File: src/rtl/pipe_fwd_ctrl.sv
`default_nettype none
// ============================================================================
// Module   : pipe_fwd_ctrl
// Purpose  : Operand forwarding and load-use interlock for an in-order pipe.
//            A shift-register tracker records the destination of every
//            instruction in flight (entry 0 = EX, youngest). Each decode
//            source is resolved against the youngest matching writer. The
//            operand comes from that stage's result when it is ready,
//            otherwise from the register file. Decode is stalled while the
//            youngest writer's value is not yet available.
// Ports    : Clk, Rst           - clock (rising edge), async active-low reset
//            id_*               - decode-stage instruction descriptor
//            flush              - squash the decode instruction this cycle
//            res_valid/res_data - per-stage result valid / value (packed)
//            rf_data1/2         - register-file read values
//            op1/op2            - resolved operands
//            fwd_sel1/2         - one-hot source select (bit0 = RF, k+1 = stage k)
//            stall, issue       - interlock / decode instruction accepted
//            stall_cnt          - saturating count of stalled cycles
// Revision : 1.0 - initial release
// ============================================================================
module pipe_fwd_ctrl #(
    parameter int DATA_W     = 16,
    parameter int ADDR_W     = 4,
    parameter int STAGES     = 3,
    parameter int LOAD_STAGE = 1,
    parameter int ZERO_REG   = 1
) (
    input  logic                     Clk,
    input  logic                     Rst,
    input  logic                     id_valid,
    input  logic                     id_wen,
    input  logic                     id_is_load,
    input  logic [ADDR_W-1:0]        id_dst,
    input  logic [ADDR_W-1:0]        id_src1,
    input  logic [ADDR_W-1:0]        id_src2,
    input  logic                     id_src1_use,
    input  logic                     id_src2_use,
    input  logic                     flush,
    input  logic [STAGES-1:0]        res_valid,
    input  logic [STAGES*DATA_W-1:0] res_data,
    input  logic [DATA_W-1:0]        rf_data1,
    input  logic [DATA_W-1:0]        rf_data2,
    output logic [DATA_W-1:0]        op1,
    output logic [DATA_W-1:0]        op2,
    output logic [STAGES:0]          fwd_sel1,
    output logic [STAGES:0]          fwd_sel2,
    output logic                     stall,
    output logic                     issue,
    output logic [15:0]              stall_cnt
);

    // Tracker entries
    logic [STAGES-1:0] r_v;
    logic [STAGES-1:0] r_wen;
    logic [STAGES-1:0] r_load;
    logic [ADDR_W-1:0] r_dst [STAGES];

    logic              w_src1_ok;
    logic              w_src2_ok;
    logic [STAGES-1:0] w_rdy;
    logic [STAGES-1:0] w_hit1;
    logic [STAGES-1:0] w_hit2;
    logic [STAGES-1:0] w_first1;
    logic [STAGES-1:0] w_first2;
    logic [DATA_W-1:0] w_slice [STAGES];
    logic [DATA_W-1:0] w_fdata1;
    logic [DATA_W-1:0] w_fdata2;
    logic              w_fwd1;
    logic              w_fwd2;
    logic              w_blk1;
    logic              w_blk2;

    // A source that is not read, or that names the hardwired zero register,
    // can never match an in-flight writer.
    assign w_src1_ok = id_src1_use & ~((ZERO_REG != 0) && (id_src1 == '0));
    assign w_src2_ok = id_src2_use & ~((ZERO_REG != 0) && (id_src2 == '0));

    for (genvar k = 0; k < STAGES; k++) begin : g_stage
        // Loads have no data before LOAD_STAGE, whatever res_valid says.
        localparam logic c_EARLY = (k < LOAD_STAGE);

        assign w_slice[k] = res_data[k*DATA_W +: DATA_W];
        assign w_hit1[k]  = w_src1_ok & r_v[k] & r_wen[k] & (r_dst[k] == id_src1);
        assign w_hit2[k]  = w_src2_ok & r_v[k] & r_wen[k] & (r_dst[k] == id_src2);
        assign w_rdy[k]   = res_valid[k] & ~(r_load[k] & c_EARLY);
    end

    // Isolate the lowest set bit: the youngest writer shadows older ones.
    assign w_first1 = w_hit1 & (~w_hit1 + STAGES'(1));
    assign w_first2 = w_hit2 & (~w_hit2 + STAGES'(1));

    assign w_fwd1 = |(w_first1 & w_rdy);
    assign w_fwd2 = |(w_first2 & w_rdy);
    assign w_blk1 = |(w_first1 & ~w_rdy);
    assign w_blk2 = |(w_first2 & ~w_rdy);

    // AND-OR mux over stages; w_first* is at most one-hot.
    always_comb begin
        w_fdata1 = '0;
        w_fdata2 = '0;
        for (int k = 0; k < STAGES; k++) begin
            w_fdata1 = w_fdata1 | ({DATA_W{w_first1[k]}} & w_slice[k]);
            w_fdata2 = w_fdata2 | ({DATA_W{w_first2[k]}} & w_slice[k]);
        end
    end

    // A blocked source falls back to the register-file select so the
    // select stays one-hot while stalled.
    assign op1      = w_fwd1 ? w_fdata1 : rf_data1;
    assign op2      = w_fwd2 ? w_fdata2 : rf_data2;
    assign fwd_sel1 = w_fwd1 ? {w_first1, 1'b0} : {{STAGES{1'b0}}, 1'b1};
    assign fwd_sel2 = w_fwd2 ? {w_first2, 1'b0} : {{STAGES{1'b0}}, 1'b1};

    // Flush overrides the interlock: a squashed instruction needs no operands.
    assign stall = id_valid & ~flush & (w_blk1 | w_blk2);
    assign issue = id_valid & ~flush & ~stall;

    // Entry 0 takes the decode instruction or a bubble; older entries keep
    // advancing even while decode is held.
    always_ff @(posedge Clk or negedge Rst) begin
        if (!Rst) begin
            r_v    <= '0;
            r_wen  <= '0;
            r_load <= '0;
            for (int k = 0; k < STAGES; k++) begin
                r_dst[k] <= '0;
            end
        end else begin
            r_v[0]    <= issue;
            r_wen[0]  <= id_wen;
            r_load[0] <= id_is_load;
            r_dst[0]  <= id_dst;
            for (int k = 1; k < STAGES; k++) begin
                r_v[k]    <= r_v[k-1];
                r_wen[k]  <= r_wen[k-1];
                r_load[k] <= r_load[k-1];
                r_dst[k]  <= r_dst[k-1];
            end
        end
    end

    always_ff @(posedge Clk or negedge Rst) begin
        if (!Rst) begin
            stall_cnt <= '0;
        end else if (stall && (stall_cnt != 16'hFFFF)) begin
            stall_cnt <= stall_cnt + 16'd1;
        end
    end

endmodule
`default_nettype wire

File: config.mk
export PLATFORM = sky130hd
export DESIGN_NAME = pipe_fwd_ctrl
export DESIGN_NICKNAME = d
export VERILOG_FILES = /design/src/rtl/pipe_fwd_ctrl.sv
export SDC_FILE = /design/constraint.sdc
export NUM_CORES = 1
export LEC_CHECK = 0
export BUFFER_PORTS_ARGS = -buffer_cell sky130_fd_sc_hd__buf_2
export CORE_MARGIN = 4
export CORE_UTILIZATION = 35
export DETAILED_ROUTE_END_ITERATION = 12
export GPL_TIMING_DRIVEN = 0
export PLACE_DENSITY = 0.67
export SETUP_SLACK_MARGIN = 0.15
export SLEW_MARGIN = 20
export SYNTH_ARGS = -nofsm -noshare
export SYNTH_HDL_FRONTEND = slang
export SYNTH_SLANG_ARGS = --single-unit
File: constraint.sdc
create_clock -name Clk -period 4 [get_ports Clk]
set_clock_uncertainty 0.05 [all_clocks]
set_input_delay 0.8 -clock Clk [delete_from_list [all_inputs] [get_ports Clk]]
set_output_delay 0.8 -clock Clk [all_outputs]
set_load 0.1 [all_outputs]
# Yosys cells after proc, flatten, opt, wreduce, memory -nomap -nowiden
# Index checks and enable logic that the tools add are counted.
# word_totals
in_bits	103
elab_cells	77
out_inout_bits	58
register_bits	35
# classes
addsub	3
reduce_logical	7
n_bitwise	49
eq_ne	7
muxes	4
# op_table
op	n
$and A16 B16 Y16	6
$or A16 B16 Y16	4
$mux W16	2
$and A1 B1 Y1	24
$eq A4 B4 Y1	6
$and A3 B3 Y3	6
$add A16 B1 Y16 const B	1
$ne A16 B16 Y1 const B	1
$reduce_or A3 Y1	4
$not A3 Y3	3
$logic_not A4 Y1	2
$mux W4	2
$add A3 B1 Y3 const B	2
$not A1 Y1	5
$logic_and A1 B1 Y1	1
$or A1 B1 Y1	1

# Depth between registers and ports, before layout
# logic_depth
depth_word	15
ltp_mapped	10
depth_no_buf	8

# Least setup slack after synthesis
# OpenSTA, ideal clock, no wires.
# synth_timing
path_kind	input to output
from	in id_src1[2]
to	out op1[11]
required_time_ps	3150
stages	9
n_path_buf	2
slack_ps	-1869
arrival_ps	5019
cell_sequence	xor2_1 nor3_2 nand4_1 a21oi_1 or3_1 buf_6 buf_6 nor2_1 o21ai_1
# synth_between
elab_chain_cells	13
word_cells_on_any_way	26
classes_between	add/sub: 1; eq/ne: 3; mux: 1; bitwise: 19; reduce/logical: 2
# synth_rtl
element	line_no	text
start, declared	35	input logic [ADDR_W-1:0] id_src1,
$logic_not A4 Y1	76	assign w_src1_ok = id_src1_use & ~((ZERO_REG != 0) && (id_src1 == '0));
$not A1 Y1	76	
$and A1 B1 Y1	76	
$and A1 B1 Y1 (3 in series)	84	assign w_hit1[k] = w_src1_ok & r_v[k] & r_wen[k] & (r_dst[k] == id_src1);
$not A3 Y3	90	assign w_first1 = w_hit1 & (~w_hit1 + STAGES'(1));
$add A3 B1 Y3	90	
$and A3 B3 Y3 (*)	90	
$and A16 B16 Y16	103	w_fdata1 = w_fdata1 | ({DATA_W{w_first1[k]}} & w_slice[k]);
$or A16 B16 Y16 (2 in series)	103	
$mux W16 (*)	110	assign op1 = w_fwd1 ? w_fdata1 : rf_data1;
end, declared	44	output logic [DATA_W-1:0] op1,
# Mark *: on every way between the ends. The rest lies on a longest branch, timed or not.

# Worst setup path after layout
# layout_timing
from	in id_src1[0]
to	out op1[13]
# Same word-level chain as after synthesis.

==> summary.md <==
| Metric | Value |
|---|---|
| Fin crit share | `0.959` |
| Die width | `95.0 um` |
| Share of layout cells above drive strength 1 | `0.559` |
| Max-cap violations | `0` |
| CTS Buf Count | `5` |
| Synth cell types | `47` |
| Routed WL | `10,600 um` |
| Psw | `406 uW` |
| CTS tree | `built` |
| Outcome | `completed` |
| Fin nets | `593` |
| HP Class | `reg2reg` |
| Synth area leaders | `dfrtp_1, a22oi_1, xnor2_1, nand3_1, xor2_1` |
| Area share of the leading cell type in the synthesized netlist | `0.331` |
| Max frequency | `261 MHz` |
| Die Area | `9020 um^2` |
| Setup CP Type | `in2out` |
| Count of flip-flops with a built-in enable after synthesis | `0` |
| CP Data Required Time | `3150 ps` |
| Area Growth Syn to Fin | `83.6%` |
| Unrepaired setup endpoints after global routing | `true` |
| Antenna violations before repair | `0` |
| Drt wl/cell | `17.9 um` |
| Slew margin rel. | `0.499` |
| I/O pin total | `161` |
| Asr flop ratio synth | `1.00` |
| Post-Syn Area | `2650 um^2` |
| GRT overflow | `0` |
| H-Tree Depth | `2` |
| Syn nets | `403` |
| Sw Ratio | `0.363` |
| Global placer's final weighted congestion | `0.810` |
| Port bufs | `160` |
| Tot Pwr | `1.12 mW` |
| VDD IR max | `0.195 mV` |
| Yosys Warn Count | `0` |
| Max FO, Critical Path | `7` |
| Final setup viols | `0` |
| Root Buffer | `clkbuf_8` |
| Most frequent cells after synthesis | `dfrtp_1, nand3_1, a22oi_1` |
| Worst Max-Slew Pin Slew | `752 ps` |
| Syn Area/Cell | `8.85 um^2` |
| Aggregate global-route resource usage | `0.218` |
| LEAKAGE | `2.18 nW` |
| Routed vias/inst | `5.42` |
| Post-layout min period | `3840 ps` |
| Pin count of the biggest net entering global routing | `36` |
| Max-slew violation count | `0` |
| Std-Cell Rows | `31` |
| Residual DRC | `0` |
| Setup_tns | `0 ps` |
| Clock latency on the worst-skew pair | `280 ps` |
| Prevailing post-synth register cell | `dfrtp_1` |
| First-pass GRT wire length | `15,500 um` |
| Diode count | `0` |
| Initial Util | `0.363` |
| CP endpoint kind | `output port` |
| Iteration-0 DRC Markers | `119` |
| FF+latch count, synth | `35` |
| Final hold vios | `0` |
| Count leader, synth | `dfrtp_1` |
| Clock Tree Buf Depth | `2` |
| Clock sinks | `35` |
| Int Power | `714 uW` |
| Clk slew on worst S/H paths | `70 ps` |
| Pwr per Cell Area | `230 nW/um^2` |
| Element type at the critical path start | `input port` |
| Vias in the first global route | `3,158` |
| Core Area | `7290 um^2` |
| Instance count of the mapped netlist | `299` |
| Chip height | `95.0 um` |
| DR pass1 iterations | `5` |
| DP HPWL | `7930 um` |
| Comb pwr share | `0.371` |
| Clock share of power | `0.289` |
| Fill cell count | `597` |
| Biggest area consumer among synthesized cells | `dfrtp_1` |
| Flop pwr share | `0.340` |
| Final ANT Viol Nets | `0` |
| Critical Path AT | `2990 ps` |
| Via count | `3,192` |
| Register area share after synthesis | `0.331` |
==> path summary, 6_finish.rpt <==
path | from | endpoint | slack (ps) | cells after the start
setup / recovery | id_src1[0] | op1[13] | 160 | 11
hold / removal | r_wen[0] | r_wen[1] | 330 | 0
setup reg to reg | r_dst[9] | stall_cnt[1] | 1540 | 8
hold reg to reg | r_wen[0] | r_wen[1] | 330 | 0
max in group asynchronous | Rst | r_dst[3] | 2880 | 1
min in group asynchronous | Rst | stall_cnt[15] | 530 | 1
==> power groups by stage <==
stage / registers, mW / logic (mW) / clock network, mW
detailed placement: 0.386 / 0.361 / 0
CTS: 0.380 / 0.394 / 0.332
global placement: 0.385 / 0.358 / 0
floorplan: 0.405 / 0.235 / 0
global route: 0.382 / 0.433 / 0.350
finish: 0.380 / 0.416 / 0.323
==> layout by cell type (no fill, tap or decap), types with 3 or more instances in the layout <==
cell / n
buf_2: 123
dfrtp_1: 35
buf_4: 30
a22oi_1: 29
nand2_1: 27
xnor2_1: 24
nand3_1: 21
buf_6: 19
buf_12: 13
nor2_1: 12
xor2_1: 11
nand3_4: 11
nor2_4: 9
and3_1: 9
o21ai_4: 8
nand4_1: 7
a31oi_4: 7
and2_1: 7
o21ai_0: 7
mux2_4: 7
clkbuf_8: 6
a21boi_1: 5
buf_8: 4
clkbuf_2: 3
clkbuf_1: 3
==> cells by family (layout without fill, tap and decap cells) <==
kind of cell,Yosys count,in the layout,synth area share
adder cells (fa/ha/maj),1,1,0.00473
buffers and inverters,19,210,0.0378
AND/OR/NAND/NOR,123,123,0.250
flip-flops,35,35,0.331
multiplexers,10,10,0.0491
XOR/XNOR,38,38,0.126
AO/OA/AOI/OAI,73,73,0.202
==> metrics by stage <==
step,instance area [um^2],setup WS (ps),std cells,hold slack [ps],utilization
3_3_place_gp,4120,-571,558,307,0.564
6_report,4860,163,589,329,0.667
3_5_place_dp,4120,-593,558,308,0.564
4_1_cts,4550,52.1,578,327,0.624
5_1_grt,4860,73.2,589,347,0.667
2_1_floorplan,3190,-448,299,304,-
==> state kept, by name, summed over array words and instances, names as in the netlist <==
register   cells
r_load         1
r_dst         12
r_v            3
stall_cnt     16
r_wen          3
==> worst max-delay path, cell delays in order <==
cell	delay, ps
buf_4	140
xor2_2	160
nor4_4	320
nand3_2	170
and3_4	230
or3_4	330
buf_8	160
buf_12	130
a21boi_2	160
o21ai_4	190
buf_12	190
==> repair_timing <==
item                                    CTS  global route
gates cloned                              0             2
buffers inserted                         12             9
hold buffers                              0             0
gates resized for setup                  71            52
endpoints found under the setup margin   36            33
hold endpoints to repair                  0             0
pin swaps                                15            10
==> area by class of cell <==
| cell class | count | area (um^2) | area share |
|---|---|---|---|
| Timing Repair Buffer | 183 | 1320 | 0.271 |
| Clock buffer | 6 | 82.6 | 0.0170 |
| Tap cell | 99 | 124 | 0.0255 |
| Inverter | 4 | 30.0 | 0.00618 |
| Clock inverter | 2 | 35.0 | 0.00721 |
| Multi-Input combinational cell | 245 | 2260 | 0.464 |
| Buffer | 15 | 139 | 0.0286 |
| Sequential cell | 35 | 876 | 0.180 |
==> routing by layer <==
metal / vias to the layer above / routed length, um / track usage
li1: 1489 / - / -
met1: 1549 / 4140 / 0.279
met2: 132 / 5430 / 0.374
met3: 22 / 767 / 0.0422
met4: 0 / 221 / 0.0577
met5: - / 0 / 0
(Power assumes the default switching activity.)
